`config.mk`:
```
export PLATFORM = sky130hd
export DESIGN_NAME = adc_capture_buffer
export DESIGN_NICKNAME = d
export VERILOG_FILES = /design/src/rtl/adc_capture_buffer.sv
export SDC_FILE = /design/constraint.sdc
export NUM_CORES = 1
export LEC_CHECK = 0
export BUFFER_PORTS_ARGS = -buffer_cell sky130_fd_sc_hd__buf_2
export CAP_MARGIN = 15
export CORE_MARGIN = 4
export CORE_UTILIZATION = 50
export DETAILED_ROUTE_END_ITERATION = 16
export PLACE_DENSITY = 0.64
export REMOVE_ABC_BUFFERS = 1
export SYNTH_ARGS = -nofsm -noshare
export SYNTH_HDL_FRONTEND = slang
export SYNTH_SLANG_ARGS = --single-unit
```
`constraint.sdc`:
```
create_clock -name clk -period 2.3 [get_ports clk]
set_input_delay 0.345 -clock clk [delete_from_list [all_inputs] [get_ports clk]]
set_output_delay 0.345 -clock clk [all_outputs]
set_load 0.05 [all_outputs]
```
`src/rtl/adc_capture_buffer.sv`:
```
// Captures DEPTH ADC samples into a local buffer, then replays them oldest-first
// over a divided-clock SCL/SS/MOSI link. Single-shot or continuous bursts.
module adc_capture_buffer #(
  parameter int SAMPLE_W = 12,
  parameter int DEPTH    = 10,
  parameter int CLK_DIV  = 250
) (
  input  logic                         clk,
  input  logic                         rst,
  input  logic                         start,
  input  logic                         abort,
  input  logic                         mode,
  input  logic                         adc_valid,
  input  logic [SAMPLE_W-1:0]          adc_data,
  output logic                         busy,
  output logic                         done,
  output logic                         overrun,
  output logic [$clog2(DEPTH+1)-1:0]   collected,
  output logic [$clog2(DEPTH+1)-1:0]   transmitted,
  output logic                         SCL,
  output logic                         SS,
  output logic                         MOSI
);
  localparam int CW = $clog2(DEPTH+1);
  localparam int AW = (DEPTH > 1) ? $clog2(DEPTH) : 1;
  localparam int TW = $clog2(2*CLK_DIV);
  localparam int BW = (SAMPLE_W > 1) ? $clog2(SAMPLE_W) : 1;

  typedef enum logic [2:0] {IDLE, CAPTURE, LOAD, SHIFT, GAP} state_t;

  state_t                state, state_n;
  logic                  mode_q, mode_n;
  logic [TW-1:0]         tick, tick_n;
  logic [BW-1:0]         fall_cnt, fall_n;
  logic [SAMPLE_W-1:0]   shreg, sh_n, sh_next, rd_word;
  logic [CW-1:0]         coll_n, trans_n;
  logic                  ovr_n, done_n, busy_n, scl_n, ss_n, mosi_n, wr_en;
  logic [AW-1:0]         wr_idx, rd_idx;
  logic [SAMPLE_W-1:0]   mem [0:DEPTH-1];

  assign wr_idx  = AW'(collected);
  assign rd_idx  = AW'(transmitted);
  assign rd_word = mem[rd_idx];
  assign sh_next = shreg << 1;

  always_ff @(posedge clk) begin
    if (wr_en) mem[wr_idx] <= adc_data;
  end

  always_comb begin
    state_n = state;
    mode_n  = mode_q;
    tick_n  = tick;
    fall_n  = fall_cnt;
    sh_n    = shreg;
    coll_n  = collected;
    trans_n = transmitted;
    ovr_n   = overrun;
    done_n  = 1'b0;
    scl_n   = SCL;
    ss_n    = SS;
    mosi_n  = MOSI;
    wr_en   = 1'b0;
    if (abort) begin
      state_n = IDLE;
      scl_n   = 1'b0;
      ss_n    = 1'b1;
      mosi_n  = 1'b0;
    end else begin
      if (adc_valid && (state == LOAD || state == SHIFT || state == GAP)) ovr_n = 1'b1;
      unique case (state)
        IDLE: if (start) begin
          mode_n  = mode;
          coll_n  = '0;
          trans_n = '0;
          ovr_n   = 1'b0;
          state_n = CAPTURE;
        end
        CAPTURE: if (adc_valid) begin
          wr_en  = 1'b1;
          coll_n = collected + CW'(1);
          if (coll_n == CW'(DEPTH)) state_n = LOAD;
        end
        LOAD: begin
          sh_n    = rd_word;
          ss_n    = 1'b0;
          mosi_n  = rd_word[SAMPLE_W-1];
          scl_n   = 1'b0;
          tick_n  = '0;
          fall_n  = '0;
          state_n = SHIFT;
        end
        SHIFT: if (tick == TW'(CLK_DIV-1)) begin
          tick_n = '0;
          scl_n  = ~SCL;
          // Falling edge: advance to the next bit, or close the word after the last one.
          if (SCL) begin
            if (fall_cnt == BW'(SAMPLE_W-1)) begin
              ss_n    = 1'b1;
              mosi_n  = 1'b0;
              trans_n = transmitted + CW'(1);
              state_n = GAP;
            end else begin
              sh_n   = sh_next;
              mosi_n = sh_next[SAMPLE_W-1];
              fall_n = fall_cnt + BW'(1);
            end
          end
        end else begin
          tick_n = tick + TW'(1);
        end
        GAP: if (tick == TW'(2*CLK_DIV-1)) begin
          tick_n = '0;
          if (transmitted < CW'(DEPTH)) begin
            state_n = LOAD;
          end else begin
            done_n = 1'b1;
            if (mode_q) begin
              state_n = CAPTURE;
              coll_n  = '0;
              trans_n = '0;
            end else begin
              state_n = IDLE;
            end
          end
        end else begin
          tick_n = tick + TW'(1);
        end
        default: state_n = IDLE;
      endcase
    end
    busy_n = (state_n != IDLE);
  end

  always_ff @(posedge clk or posedge rst) begin
    if (rst) begin
      state       <= IDLE;
      mode_q      <= 1'b0;
      tick        <= '0;
      fall_cnt    <= '0;
      shreg       <= '0;
      collected   <= '0;
      transmitted <= '0;
      overrun     <= 1'b0;
      done        <= 1'b0;
      busy        <= 1'b0;
      SCL         <= 1'b0;
      SS          <= 1'b1;
      MOSI        <= 1'b0;
    end else begin
      state       <= state_n;
      mode_q      <= mode_n;
      tick        <= tick_n;
      fall_cnt    <= fall_n;
      shreg       <= sh_n;
      collected   <= coll_n;
      transmitted <= trans_n;
      overrun     <= ovr_n;
      done        <= done_n;
      busy        <= busy_n;
      SCL         <= scl_n;
      SS          <= ss_n;
      MOSI        <= mosi_n;
    end
  end
endmodule

```
==> metrics.txt <==
status completed; IO Count 32; number of synthesized flops with an enable pin 120; CTS tree built; CP bufs+invs 0; Port Buf Inserts 31; CP max stage delay 0.51 ns; CTS Sinks 162; worst reg2reg endpoint transmitted[3]; Peak supply drop between 500 and 600 uV; dpl cells slightly below 700; RSZ-0062 raised after global routing false; number of placement rows 43; Max-Cap Viols 0; hpwl dp 9420 um; fin nets approximately 560; Worst Clk Skew between 0.007 and 0.008 ns; Rel. slew slack 48.1%; fin util about three fifths; final instance area ~8000 sq um; Post-Syn Area per Cell 14.8 sq um; worst reg2reg setup slack roughly 0.2 ns; critical path arrival 2.45 ns; commonest non-fill, non-tap cell in the layout edfxtp_1; share of cells above drive strength 1 about 24%; WL final about 14000 um; Syn-to-layout area delta 16.0%; max-slew violation count 0; Die X around 130 um; worst hold path cell count 2; vias per cell between 5 and 6; H-tree depth 4; CTS Buffer Depth 2; Num CTS Buffers 17; Setup-failing EPs final 0; DP Area around 7600 sq um; crit path launch type flip-flop; DR WL/cell about 19 um; crit path capture type flip-flop; worst r2r src tick[0]; Worst Setup Path Type reg -> reg; Layout Cells excl Fill around 720; GR Overflow Total 0; Final Hold Vio Count 0; crit path max fanout 7; vias in the first global route about 4300; Worst-path clk slew roughly 0.060 ns; clock root buffer master clkbuf_16; reg2reg path depth 6; crit path time final between 2 and 2.5 ns; Max Fclk 477 MHz; ys async rst share around a quarter; GRT Util Overall about a fifth; iteration-0 DRC count of the detailed router 358; crit-path cells ha_1, or2b_1, o31ai_4, nand4_4, or4_1, nand3_1; DRC Markers 0; Slew @ Worst Pin a little under 0.8 ns; Initial Util approximately half; period utilization between 90% and 100%; critical path's top delay family simple AND/OR/NAND/NOR gates; Die Y 126 um; Leak between 2 and 3 nW; Place WS roughly 0.18 ns; Core Area between 10000 and 15000 sq um; Final ANT Viol Nets 0; Pwr Density between 700 and 800 nW/um^2; crit path max-delay cell type or4_1; hold slack between 0.15 and 0.2 ns; hold endpoint mode_q; mapped cell area about 7000 sq um; Mapped Cells ~470; Detailed Routing Iterations Pass 1 6; synth unique cells 59; post-synthesis sequential area ratio 66.3%; commonest non-fill, non-tap cells in the layout edfxtp_1 (120), dfrtp_1 (40), o21ai_0 (36), nor2_1 (36), nand2_1 (33); first-pass GRT wire length 23300 um; HP Start mode; gp weighted congestion a little under 0.9; Synth Flop Type edfxtp_1; n_diodes 0; initial antenna violation count 0; total number of vias 4115; Tightest Hold Check Type in -> reg; largest net degree at the start of global routing 30; Worst Path Required approximately 2.7 ns; Synth Warn # 0; clock latency at the later pin of the worst-skew pair between 0.4 and 0.5 ns; final worst slack approximately 0.2 ns; post_cts resized 0; #FFs+latches synth about 160; area of the die roughly 16000 sq um
[state kept, by name, summed over array words and instances, names as in the netlist, 3 cells and up]
signal	count
tick	9
mem	120
fall_cnt	4
shreg	11
state	3
collected	4
transmitted	4
[worst max-delay path by stage]
stage	start	endpoint	slack (ns)	cells after the start
6_report	tick[0]	transmitted[3]	0.20	6
5_1_grt	tick[0]	collected[3]	0.02	7
4_1_cts	tick[0]	transmitted[3]	0.17	6
3_5_place_dp	tick[0]	transmitted[3]	0.18	6
3_3_place_gp	tick[0]	transmitted[3]	0.24	6
2_1_floorplan	transmitted[0]	shreg[10]	-0.83	4
[per-stage QoR]
stage                     power, mW  TNS, ns
after global routing           6.29        0
after detailed placement       3.45        0
after CTS                      6.14        0
final                          6.07        0
after floorplan                3.35   -10.54
after global placement         3.44        0
[cells in the mapped netlist (3+ instances only)]
| cell type | number | share of area [%] |
|---|---|---|
| mux2_2 | 9 | 1.4 |
| nor2_1 | 36 | 1.9 |
| mux4_2 | 24 | 7.7 |
| mux2i_1 | 13 | 1.9 |
| ha_1 | 9 | 1.6 |
| dfrtp_1 | 41 | 15 |
| o21ai_0 | 36 | 2.6 |
| edfxtp_1 | 120 | 51 |
| o31ai_1 | 3 | 0.32 |
| nand3b_1 | 4 | 0.43 |
| a21oi_1 | 19 | 1.4 |
| buf_2 | 8 | 0.57 |
| clkbuf_1 | 6 | 0.32 |
| inv_1 | 6 | 0.32 |
| buf_6 | 5 | 0.80 |
| nor3b_1 | 3 | 0.32 |
| o211ai_1 | 3 | 0.32 |
| nand2b_1 | 6 | 0.53 |
| and2_1 | 4 | 0.36 |
| and3b_1 | 3 | 0.37 |
| and3_1 | 9 | 0.80 |
| a31oi_1 | 12 | 1.1 |
| nand2_1 | 33 | 1.8 |
| nor3_1 | 6 | 0.43 |
| nand3_1 | 9 | 0.64 |
| nor2b_1 | 4 | 0.36 |
[cell families (layout without fill, tap and decap cells)]
kind of cell	count (synthesis)	after routing	share of synthesized area (%)
AOI/OAI and AO/OA	92	92	8.09
xor gates and xnor gates	3	3	0.374
adders and majority gates	9	9	1.60
buffers and inverters	29	99	2.50
DFF	162	162	66.3
muxes	46	46	11.0
and+or+nand+nor	132	132	10.1
[routing by layer]
| metal | GRT usage (%) | wire length [um] | vias to the layer above |
|---|---|---|---|
| met3 | 4.42 | 815 | 4 |
| met2 | 30.2 | 6930 | 98 |
| met1 | 26.6 | 6150 | 2068 |
| met4 | 5.80 | 66 | 0 |
| met5 | 0 | 0 | - |
| li1 | - | - | 1945 |
[cell type report]
class / instances / area (sq um)
flip-flops and latches: 162 / 4660
fillers: 1039 / 5690
clock inverters: 12 / 134
multi-input cells: 282 / 2190
repair buffers: 63 / 485
clock buffers: 18 / 429
well taps: 180 / 225
inverters: 6 / 22.5
[report_power, final]
part           internal, mW  switching, mW
Combinational        0.0612          0.133
Clock                  1.59           1.10
Sequential             3.17         0.0205
Total                  4.82           1.25
[repair_timing]
action	4_1_cts	5_1_grt
endpoints found under the hold margin	18	0
setup endpoints to repair	0	1
buffers inserted	0	0
hold buffers	1	0
(Power assumes the default switching activity.)
